===== config.mk =====
export PLATFORM = sky130hd
export DESIGN_NAME = register_read_sequencer
export DESIGN_NICKNAME = d
export VERILOG_FILES = /design/src/rtl/register_read_sequencer.sv
export SDC_FILE = /design/constraint.sdc
export NUM_CORES = 1
export LEC_CHECK = 0
export CAP_MARGIN = 10
export CORE_ASPECT_RATIO = 1.4
export CORE_MARGIN = 2
export CORE_UTILIZATION = 35
export CTS_BUF_LIST = sky130_fd_sc_hd__clkbuf_8
export CTS_CLUSTER_DIAMETER = 30
export DETAILED_ROUTE_END_ITERATION = 12
export GPL_ROUTABILITY_DRIVEN = 0
export PLACE_DENSITY = 0.75
export SLEW_MARGIN = 20
export SYNTH_ARGS = -nofsm -noshare
export SYNTH_HDL_FRONTEND = slang
export SYNTH_SLANG_ARGS = --single-unit
export TNS_END_PERCENT = 1

===== constraint.sdc =====
create_clock -name clk -period 1.4 [get_ports clk]
set_clock_uncertainty 0.05 [all_clocks]
set_input_delay 0.28 -clock clk [delete_from_list [all_inputs] [get_ports clk]]
set_output_delay 0.28 -clock clk [all_outputs]
set_load 0.01 [all_outputs]

===== src/rtl/register_read_sequencer.sv =====
// register_read_sequencer
// Read-side companion to the 8-bit and 16-bit load-enabled registers. A read
// request snapshots one 8-bit or 16-bit source. The snapshot is streamed as
// byte beats on an 8-bit valid/ready path: one beat for narrow reads, two beats
// for wide reads.
//
// Optional build macro REG_READ_HI_FIRST_EN:
//   defined   -> wide reads emit the high byte first (big-endian beat order)
//   undefined -> wide reads emit the low byte first
//
// The snapshot register holds the bytes in emission order, and its low byte
// drives out_data directly. Advancing to the second beat shifts the high byte
// down, so out_data is always a flop output with no output-side mux.
module register_read_sequencer #(
  parameter int NUM8  = 4,
  parameter int NUM16 = 2,
  parameter int SEL_W = 2
) (
  input  logic                  clk,
  input  logic                  reset,
  input  logic [NUM8*8-1:0]     reg8_flat,
  input  logic [NUM16*16-1:0]   reg16_flat,
  input  logic                  rd_req,
  input  logic                  rd_wide,
  input  logic [SEL_W-1:0]      rd_sel,
  output logic                  rd_ready,
  output logic                  out_valid,
  input  logic                  out_ready,
  output logic [7:0]            out_data,
  output logic                  out_last,
  output logic                  out_err
);

  localparam logic [1:0] IDLE  = 2'd0;
  localparam logic [1:0] BEAT0 = 2'd1;
  localparam logic [1:0] BEAT1 = 2'd2;

  logic [1:0]  state;
  logic [15:0] snapshot;
  logic        wide;

  logic [31:0] sel_ext;
  logic [7:0]  val8;
  logic [15:0] val16;
  logic        sel_err;
  logic [15:0] src_val;
  logic [15:0] first_order;
  logic        accept;

  assign sel_ext  = 32'(rd_sel);
  assign rd_ready = (state == IDLE) && reset;
  assign accept   = rd_req && rd_ready;
  assign out_data = snapshot[7:0];

  // Select the addressed source; out-of-range indices read as zero and flag an error.
  always_comb begin
    val8  = 8'h00;
    val16 = 16'h0000;
    for (int i = 0; i < NUM8; i++) begin
      if (sel_ext == 32'(i)) val8 = reg8_flat[8*i +: 8];
    end
    for (int j = 0; j < NUM16; j++) begin
      if (sel_ext == 32'(j)) val16 = reg16_flat[16*j +: 16];
    end
    if (rd_wide) sel_err = (sel_ext >= 32'(NUM16));
    else         sel_err = (sel_ext >= 32'(NUM8));
    if (sel_err)      src_val = 16'h0000;
    else if (rd_wide) src_val = val16;
    else              src_val = {8'h00, val8};
`ifdef REG_READ_HI_FIRST_EN
    if (rd_wide) first_order = {src_val[7:0], src_val[15:8]};
    else         first_order = src_val;
`else
    first_order = src_val;
`endif
  end

  // Read FSM: capture on accept, then hold each beat until the consumer takes it.
  always_ff @(posedge clk) begin
    if (!reset) begin
      state     <= IDLE;
      snapshot  <= 16'h0000;
      wide      <= 1'b0;
      out_valid <= 1'b0;
      out_last  <= 1'b0;
      out_err   <= 1'b0;
    end else begin
      case (state)
        IDLE: begin
          if (accept) begin
            state     <= BEAT0;
            snapshot  <= first_order;
            wide      <= rd_wide;
            out_valid <= 1'b1;
            out_last  <= !rd_wide;
            out_err   <= sel_err;
          end
        end
        BEAT0: begin
          if (out_ready) begin
            if (wide) begin
              state    <= BEAT1;
              snapshot <= {8'h00, snapshot[15:8]};
              out_last <= 1'b1;
            end else begin
              state     <= IDLE;
              snapshot  <= 16'h0000;
              out_valid <= 1'b0;
              out_last  <= 1'b0;
              out_err   <= 1'b0;
            end
          end
        end
        BEAT1: begin
          if (out_ready) begin
            state     <= IDLE;
            snapshot  <= 16'h0000;
            out_valid <= 1'b0;
            out_last  <= 1'b0;
            out_err   <= 1'b0;
          end
        end
        default: begin
          state     <= IDLE;
          snapshot  <= 16'h0000;
          out_valid <= 1'b0;
          out_last  <= 1'b0;
          out_err   <= 1'b0;
        end
      endcase
    end
  end

endmodule

======== After elaboration in Yosys (flattened, before gate mapping) ========
Cells that the tools add are included.
word-level totals
  bits in registers ....................... 22
  bits in latches ......................... 0
  memory bits (writable) .................. 0
  ROM bits ................................ 0
  input bits .............................. 71
  logic and storage cells ................. 55
  memories ................................ 0
cells by class
  $add $sub $neg .......................... 0
  multiply operators ...................... 0
  div/mod/pow operators ................... 0
  $lt $le $gt $ge ......................... 2
  equal/unequal tests ..................... 9
  shift-type cells ........................ 0
  muxes and demuxes ....................... 30
  bitwise gates (word level) .............. 0
  reduce and logical (&&, ||, !) cells .... 8
operators by type and width
  kind                                                                count
  2-to-1 mux 16 bit                                                   7
  case mux 16 bit (3 select lines)                                    1
  2-to-1 mux 8 bit                                                    5
  logical NOT 32 bit                                                  1
  2-to-1 mux 1 bit                                                    9
  case mux 1 bit (3 select lines)                                     3
  2-to-1 mux 2 bit                                                    4
  != test 2 bit (second input constant)                               4
  equality test 2 bit (second input constant)                         3
  case mux 2 bit (3 select lines)                                     1
  equality test 2 x 1 -> 1 bit (second input constant)                2
  AND reduction 4 bit                                                 1
  greater-or-equal comparator 2 x 3 -> 1 bit (second input constant)  1
  AND reduction 3 bit                                                 1
  greater-or-equal comparator 2 bit (second input constant)           1
  logical AND 1 bit                                                   2
  logical NOT 2 bit                                                   1
  AND reduction 2 bit                                                 1
  logical NOT 1 bit                                                   1

======== Longest topological paths before layout ========
  word-level depth ........................ 9
  gate-level depth with buffers ........... 6
  depth with buffers taken out ............ 4

======== Least setup slack after synthesis ========
OpenSTA, ideal clock, no wires.
  path kind ............................... reg-to-reg
  start ................................... register state[1]
  end ..................................... register snapshot[7]
  library setup time ...................... 0.122 ns
  arrival time ............................ 1.260 ns
  path slack .............................. -0.032 ns
  stages on the path, launching flop included .. 7
  buffers on the path ..................... 2
  path through ............................ dfxtp_1 -> buf_6 -> or2_1 -> a21oi_1 -> o21a_2 -> buf_6 -> a221o_1
on the way
  cells in the longest elaborated chain, start to end .. 5
RTL lines
  what                           line    text
  start: declaration             38      logic [1:0] state;
  start signal: assignment       81      state <= IDLE;
  start signal: assignment       91      state <= BEAT0;
  start signal: assignment       102     state <= BEAT1;
  logical NOT 2 bit              51, 88
  logical AND 1 bit              51      assign rd_ready = (state == IDLE) && reset;
  logical AND 1 bit              52      assign accept = rd_req && rd_ready;
  != test 2 bit (no line)        n/a
  AND reduction 3 bit (no line)  n/a
  end signal: assignment         92      snapshot <= first_order;
  end signal: assignment         103     snapshot <= {8'h00, snapshot[15:8]};
  end: declaration               39      logic [15:0] snapshot;
Several ways; a longest one is shown, not always the timed one.
A chain may end at the register's enable or synchronous reset.

======== Final worst setup path ========
  start ................................... input reg8_flat[6]
  end ..................................... register snapshot[6]
on the way
  cells in the longest elaborated chain, start to end .. 8
RTL lines
  what                              line  text
  start: declaration                21    input logic [NUM8*8-1:0] reg8_flat,
  2-to-1 mux 8 bit (4 in a row)     60    if (sel_ext == 32'(i)) val8 = reg8_flat[8*i +: 8];
  2-to-1 mux 16 bit                 68    else if (rd_wide) src_val = val16;
  2-to-1 mux 16 bit                 67    if (sel_err) src_val = 16'h0000;
  2-to-1 mux 16 bit                 90    if (accept) begin
  case mux 16 bit (3 select lines)  88    case (state)
Every way passes these cells. The select of a mux whose other input is x is not followed.

==> qor.yml <==
status: "finished with violations"
violations: "setup timing"
grt_pass1_vias: 1534
hp-class: "register to register"
antenna_found_initial: 0
dr.pass1.iters: 3
required_ns: 1.51
clockBufferDepth: 2
min_period_over_period: 1.060
drc: 0
coreArea_um2: 3885
grt_usage: 0.2086
die_area_um2: 4548
path_max_fanout: 1
synth_cells: 138
synth-seq-cells: 22
cap_violations: 0
dp_hpwl_um: 3483
register_area_um2: 447.9
layout.nets: 315
synth.yosys.seq_area_share: 0.3132
yosysWarnings: 0
timing.fmax_mhz: 673.8
numClockSinks: 22
dieWidth_um: 57.58
grt_max_degree: 15
via_per_inst: 5.315
drtIter0Drc: 42
nFillCells: 301
final_cell_mix: "clkdlybuf4s50_1 (65), buf_4 (28), dfxtp_1 (20)"
cts_tree: "yes"
rows: 27
io_buffers: 82
path_class: "primary input to register"
leakage_uw: 0.001106
worstSkewPairLatency_ns: 0.26
fin_util: 0.6915
io_pins: 83
diodes: 0
worst_pin_slew_ns: 0.3597
final_common_cell: "clkdlybuf4s50_1"
cts_buffers: 3
synthDistinctLibCells: 29
worst_slack_ns: -0.08403
die_h_um: 79
hold_viol: 0
route.detailed.wl_per_inst_um: 16.87
slew_headroom: 0.7594
htree_num_levels: 1
globalRouteOverflowTotal: 0
multi_input_area_um2: 987.2
drv_slew: 0
cp-start-kind: "primary input"
rsz0062_at_grt: "true"
syn_nets: 209
routed_wl_um: 4825
end_kind: "register"
period_needed_ns: 1.484
start_util: 0.3620
vias: 1520
cts.root.buffer_cell: "clkbuf_8"
layout.cells.non_filler: 286
arrival_ns: 1.59
path_clk_slew_ns: 0.08
ir_drop_mv: 0.5328
synth_area_um2: 1406
syn_area_per_cell_um2: 10.19
ant_nets: 0
drive_gt1_frac: 0.3128
area_delta_synth_final_pct: 91.01
grt_pass1_wl_um: 7341
setup_viol: 15
p_per_area_nw_per_um2: 646.1
place_inst: 278
flip-flops by register name (all words and copies together), names as in the netlist:
name,cells
out_last,1
out_err,1
snapshot,16
state,2
out_valid,1
wide,1
final timing paths:
check / start / to / slack, ns / cells after the start
min: out_valid / out_valid / 0.41 / 2
max reg2reg: state[0] / snapshot[13] / -0.07 / 5
max: reg8_flat[6] / snapshot[6] / -0.08 / 5
min reg2reg: out_valid / out_valid / 0.41 / 2
layer usage:
layer | vias to the layer above | part of all wire | track usage
met2 | 49 | 0.56 | 0.4125
met5 | - | 0 | 0
met4 | 0 | 0.015 | 0.03488
met1 | 728 | 0.37 | 0.2282
li1 | 736 | - | -
met3 | 7 | 0.053 | 0.03257
critical path, stage by stage:
cell	delay [ns]
clkdlybuf4s50_1	0.42
nor2b_1	0.16
a2111oi_4	0.36
nor3_2	0.10
a221o_1	0.26
cell families after synthesis:
logic type             count (synthesis)  synth area share
AO/OA/AOI/OAI                         39            0.2198
buffers and inverters                 22            0.1094
AND/OR/NAND/NOR                       29            0.1165
multiplexers                          26            0.2411
flip-flops                            22            0.3132
cells in the mapped netlist:
library cell  number  area share
nand3_1            1      0.0036
nor4b_2            1       0.011
a31oi_1            1      0.0045
buf_2              3       0.011
o21ai_0            3       0.011
a21oi_1            5       0.018
inv_1              5       0.013
o22ai_1            2      0.0089
buf_6              4       0.032
mux2_2             3       0.024
mux4_2             6       0.096
dfxtp_1           22        0.31
a2111oi_0          2       0.012
mux2i_1           17        0.12
a211oi_1           2       0.011
nor2_1             5       0.013
buf_4             10       0.053
a221o_1            8       0.057
nand2b_1           4       0.018
o211ai_1           1      0.0053
nand4bb_1          1      0.0080
nor3_1             5       0.018
o21a_1             1      0.0053
nor2b_1            4       0.018
nand2_1            6       0.016
nor3_2             1      0.0071
o2bb2ai_1         13       0.081
or2_1              1      0.0045
o21a_2             1      0.0062
stage by stage:
stage	hold slack (ns)	setup WS, ns	power (uW)	instance area (um^2)	setup TNS, ns
after floorplan	0.3290	-0.01435	908.3	1410	-0.04299
after global placement	0.3918	-0.5496	1218	2411	-8.768
after detailed placement	0.3939	-0.5796	1227	2411	-9.290
after CTS	0.4034	-0.1063	1706	2586	-0.6056
after global routing	0.4416	-0.1329	1810	2686	-1.574
final	0.4053	-0.08403	1736	2686	-0.6673
what timing repair did:
action / CTS / global route
resized for setup: 43 / 20
setup buffers: 1 / 2
setup endpoints to repair: 29 / 20
cloned: 2 / 0
pin swaps: 4 / 10
hold buffers: 0 / 0
final cells by class:
type | count | share of cell area
timing repair buffer | 117 | 0.4169
multi-input combinational | 95 | 0.3675
sequential | 22 | 0.1667
tap | 43 | 0.02003
inverter | 5 | 0.008384
clock buffer | 4 | 0.02049
power by group:
group          total, uW  leakage, uW  switching (uW)  internal [uW]
logic                597     0.000896             212            384
clock network        461    0.0000288             210            251
registers            678     0.000181            23.2            655
Power figures use the tool's default switching activity.
==> edit 1 (same flow settings) <==
Put one more register stage on the output `out_err`, cleared by the reset. The value now appears one clock later. The other outputs are not delayed to match.
--- a/src/rtl/register_read_sequencer.sv
+++ b/src/rtl/register_read_sequencer.sv
@@ -36,2 +36,4 @@
   localparam logic [1:0] BEAT1 = 2'd2;
+
+  logic out_err_s0;
 
@@ -85,3 +87,3 @@
       out_last  <= 1'b0;
-      out_err   <= 1'b0;
+      out_err_s0 <= 1'b0;
     end else begin
@@ -95,3 +97,3 @@
             out_last  <= !rd_wide;
-            out_err   <= sel_err;
+            out_err_s0 <= sel_err;
           end
@@ -109,3 +111,3 @@
               out_last  <= 1'b0;
-              out_err   <= 1'b0;
+              out_err_s0 <= 1'b0;
             end
@@ -119,3 +121,3 @@
             out_last  <= 1'b0;
-            out_err   <= 1'b0;
+            out_err_s0 <= 1'b0;
           end
@@ -127,3 +129,3 @@
           out_last  <= 1'b0;
-          out_err   <= 1'b0;
+          out_err_s0 <= 1'b0;
         end
@@ -133,2 +135,10 @@
 
+  always_ff @(posedge clk) begin
+    if (!reset) begin
+      out_err <= '0;
+    end else begin
+      out_err <= out_err_s0;
+    end
+  end
+
 endmodule
Function: changed (a bounded check fails within 4 cycles, from zero or initial values and one cycle with reset low).
==> edit 1 against the unedited design <==
  * The run still ends with setup timing left
  * Die area grew 6.3%
  * Sequential cell count up 1
  * Area after synthesis rose by 6.7%
  * Clock power is 13% lower
  * Total power increased by 2.6%
  * Critical path depth shrank 1
  * Routed wire length increased by 5.1%
  * Final area rose by 2.7%
  * Non-clock buffer count is 10 lower
  * Combinational power rose by 13%
  * Worst hold slack improved by 0.013 ns
  * First-iteration DRC count up 62%
  * Worst setup slack improved by 0.065 ns
  * Critical path type is now reg2reg
  * Critical endpoint is now out_err_s0$_SDFFE_PN0P_
  * Largest power group unchanged
==> edit 1: results (changes against the unedited design) <==
run status=complete, but fails checks; violations in the final reports=setup timing; post-synthesis sequential area ratio=30.7% (-0.62 points); count of endpoints failing setup in the final report=1 (-14); via count of the first global-routing pass=1580 (+3.0%); final worst slack=-0.0189 ns (+0.0651 ns); final net count=332 (+5.4%); cell types with the largest area share after synthesis=sky130_fd_sc_hd__dfxtp_1 (31%), sky130_fd_sc_hd__mux2i_1 (22%), sky130_fd_sc_hd__a22oi_1 (8.0%); number of instances in the synthesized netlist=171 (+24%); nets in the synthesized netlist=242 (+16%); met3 wire length=193 um (-24%); placed instance count=297 (+6.8%); met3 Use GR=2.36% (-0.90 points); total of cells resized after clock tree synthesis=29 (-33%); top cells by instance count after synthesis=sky130_fd_sc_hd__mux2i_1 (33), sky130_fd_sc_hd__dfxtp_1 (23), sky130_fd_sc_hd__a22oi_1 (16), sky130_fd_sc_hd__nand3_1 (16), sky130_fd_sc_hd__buf_4 (13); Placed Area=2420 um^2 (+0.52%); RR Startpoint=state[1]$_SDFFE_PN0P_; Worst path slowest cell=sky130_fd_sc_hd__dfxtp_4; WS Path Type=reg2reg; Initial DRT Pass Iterations=4 (+1); Detailed Route WL=5070 um (+5.1%); Non-Filler Instances=305 (+6.6%); Arr. time, crit path=1.53 ns (-0.06 ns); Worst setup endpoint=out_err_s0$_SDFFE_PN0P_; global routing usage on met2=36.0% (-5.2 points); number of distinct library cells after synthesis=30 (+3.4%); largest stage delay on the critical path=0.36 ns (-0.06 ns); Fin Setup TNS=-0.0189 ns (+0.648 ns); Worst IR Drop VDD=0.419 mV (-21%)
edit 1: where the power goes:
group,switching [W],total [W],internal [W]
combinational,0.000275,0.000677,0.000402
sequential,0.0000239,0.000702,0.000678
clock,0.000206,0.000401,0.000195
total,0.000504,0.00178,0.00128
edit 1: critical path, delay by kind of cell, from the launching register on:
kind	cells	cell delay, ns
flip-flops	1	0.36
AO/OA/AOI/OAI	2	0.53
AND/OR/NAND/NOR	2	0.38
edit 1: kinds of logic (layout without fill, tap and decap cells):
group                  count (synthesis)  count (layout)  synth area share (%)
AND/OR/NAND/NOR                       43              43                  15.3
multiplexers                          33              33                  22.0
AO/OA/AOI/OAI                         49              49                  21.8
flip-flops                            23              23                  30.7
buffers and inverters                 23             112                  10.2
edit 1: final cells by class:
cell class | count | area (um^2)
Timing Repair Buffer | 107 | 1100
Tap cell | 45 | 56.3
Clock buffer | 3 | 41.3
Sequential cell | 23 | 465
Inverter | 1 | 3.75
Fill cell | 335 | 1410
Multi-Input combinational cell | 125 | 1090
Clock inverter | 1 | 3.75
==> edit 2 (same flow settings) <==
Without the edit above. Set the parameter `SEL_W` to 1 (it was 2).
--- a/src/rtl/register_read_sequencer.sv
+++ b/src/rtl/register_read_sequencer.sv
@@ -16,3 +16,3 @@
   parameter int NUM16 = 2,
-  parameter int SEL_W = 2
+  parameter int SEL_W = 1
 ) (
Ports: changed (resized rd_sel); port bits go from 83 to 82. No check against the original RTL was run, so the function may have changed too.
==> edit 2 against the unedited design <==
  * Fmax up 8.3%
  * Sequential cell count is 1 lower
  * Worst setup slack better by 0.11 ns
  * Final area down 14%
  * Largest power group unchanged
  * Combinational power down 14%
  * Via count is 2.4% lower
  * Total power fell by 8.4%
  * Die area rose by 5.8%
  * Critical path type is now reg2reg
  * Area after synthesis increased by 6.2%
  * Routed wire length down 16%
==> edit 2: results (changes against the unedited design) <==
run status=complete, no violations; area grow syn2layout=54.5%; setup slack on the worst flop-to-flop path=0.03 ns (+0.10 ns); Worst path slowest cell=sky130_fd_sc_hd__dfxtp_2; cell types with the largest area share after synthesis=sky130_fd_sc_hd__dfxtp_1 (28%), sky130_fd_sc_hd__mux2_2 (11%), sky130_fd_sc_hd__mux2i_1 (7.4%); filler cell count=372 (+24%); routed vias/inst=5.58 (+4.9%); routed vias=1483 (-2.4%); number of instances in the synthesized netlist=157 (+14%); endpoint of the worst hold path=snapshot[11]$_SDFFE_PN0P_; largest net degree at the start of global routing=21 (+6); final-layout non-clock buffer area share=35.0% (-6.7 points); fraction of the mapped netlist area in compound gates=25.0% (+3.0 points); power per standard cell area=689 nW/um^2 (+6.6%); share of the final layout cell area in multi-input gates=42.0% (+5.3 points); fraction of final layout cells with drive strength greater than 1=26.7% (-4.6 points); placed instance count=261 (-6.1%); Port Buf Inserts=64 (-22%); top cells by instance count after synthesis=sky130_fd_sc_hd__dfxtp_1 (21), sky130_fd_sc_hd__mux2_2 (15), sky130_fd_sc_hd__buf_4 (14), sky130_fd_sc_hd__mux2i_1 (11), sky130_fd_sc_hd__a21oi_1 (10); Worst IR Drop VDD=0.498 mV (-6.5%); kind of cell with the highest combined delay on the critical path=flip-flops; reg2reg end=snapshot[8]$_SDFFE_PN0P_; Layout clock area frac=2.11% (+0.064 points); inverter count of the layout excluding clock inverters=1 (-4); Fin Hold WS=0.421 ns (+0.0161 ns); average wire length per cell after detail routing=15.3 um (-9.4%); GRT Total Usage=16.9% (-3.9 points); post-synthesis sequential area ratio=28.1% (-3.2 points); first-iteration detailed-routing DRC count=23 (-45%); Initial DRT Pass Iterations=4 (+1)
edit 2: worst max path at each step:
stage                                     start                        to  slack (ns)  cells after the start
after floorplan                          rd_sel  snapshot[0]$_SDFFE_PN0P_        0.06                      5
after global placement                out_ready  snapshot[4]$_SDFFE_PN0P_       -0.60                      4
after detailed placement              out_ready  snapshot[5]$_SDFFE_PN0P_       -0.62                      4
after CTS                 state[1]$_SDFFE_PN0P_  snapshot[5]$_SDFFE_PN0P_        0.01                      3
after global routing      state[1]$_SDFFE_PN0P_  snapshot[9]$_SDFFE_PN0P_       -0.03                      5
final                     state[1]$_SDFFE_PN0P_  snapshot[8]$_SDFFE_PN0P_        0.03                      5
edit 2: kinds of logic after synthesis:
kind of cell	after synthesis
other cells	1
flops	21
simple gates	33
compound gates	49
mux	27
buf+inv	26
edit 2: where the power goes:
group / switching, W / total (W) / internal [W]
sequential: 0.0000256 / 0.000659 / 0.000633
combinational: 0.000204 / 0.000512 / 0.000308
clock: 0.000218 / 0.000420 / 0.000201
edit 2: tightest hold or removal path, delay by kind of cell (launching register included):
kind,cells,cell delay [ns]
AOI/OAI and AO/OA,2,0.11
DFF,1,0.32
edit 2: routing by layer:
metal,global-route usage [%],vias to the layer above,routed length [um],part of all wire (%)
met5,0,-,0,0
met4,4.77,0,48,1.2
met3,0.637,6,155,3.8
met2,30.8,51,2160,53
met1,21.2,692,1700,42
li1,-,734,-,-
edit 2: what timing repair did:
| item | CTS | global route |
|---|---|---|
| gates resized for setup | 29 | 10 |
| setup buffers | 0 | 1 |
| pin swaps | 3 | 2 |
| hold endpoints to repair | 0 | 0 |
| setup endpoints to repair | 28 | 16 |
| hold buffers | 0 | 0 |
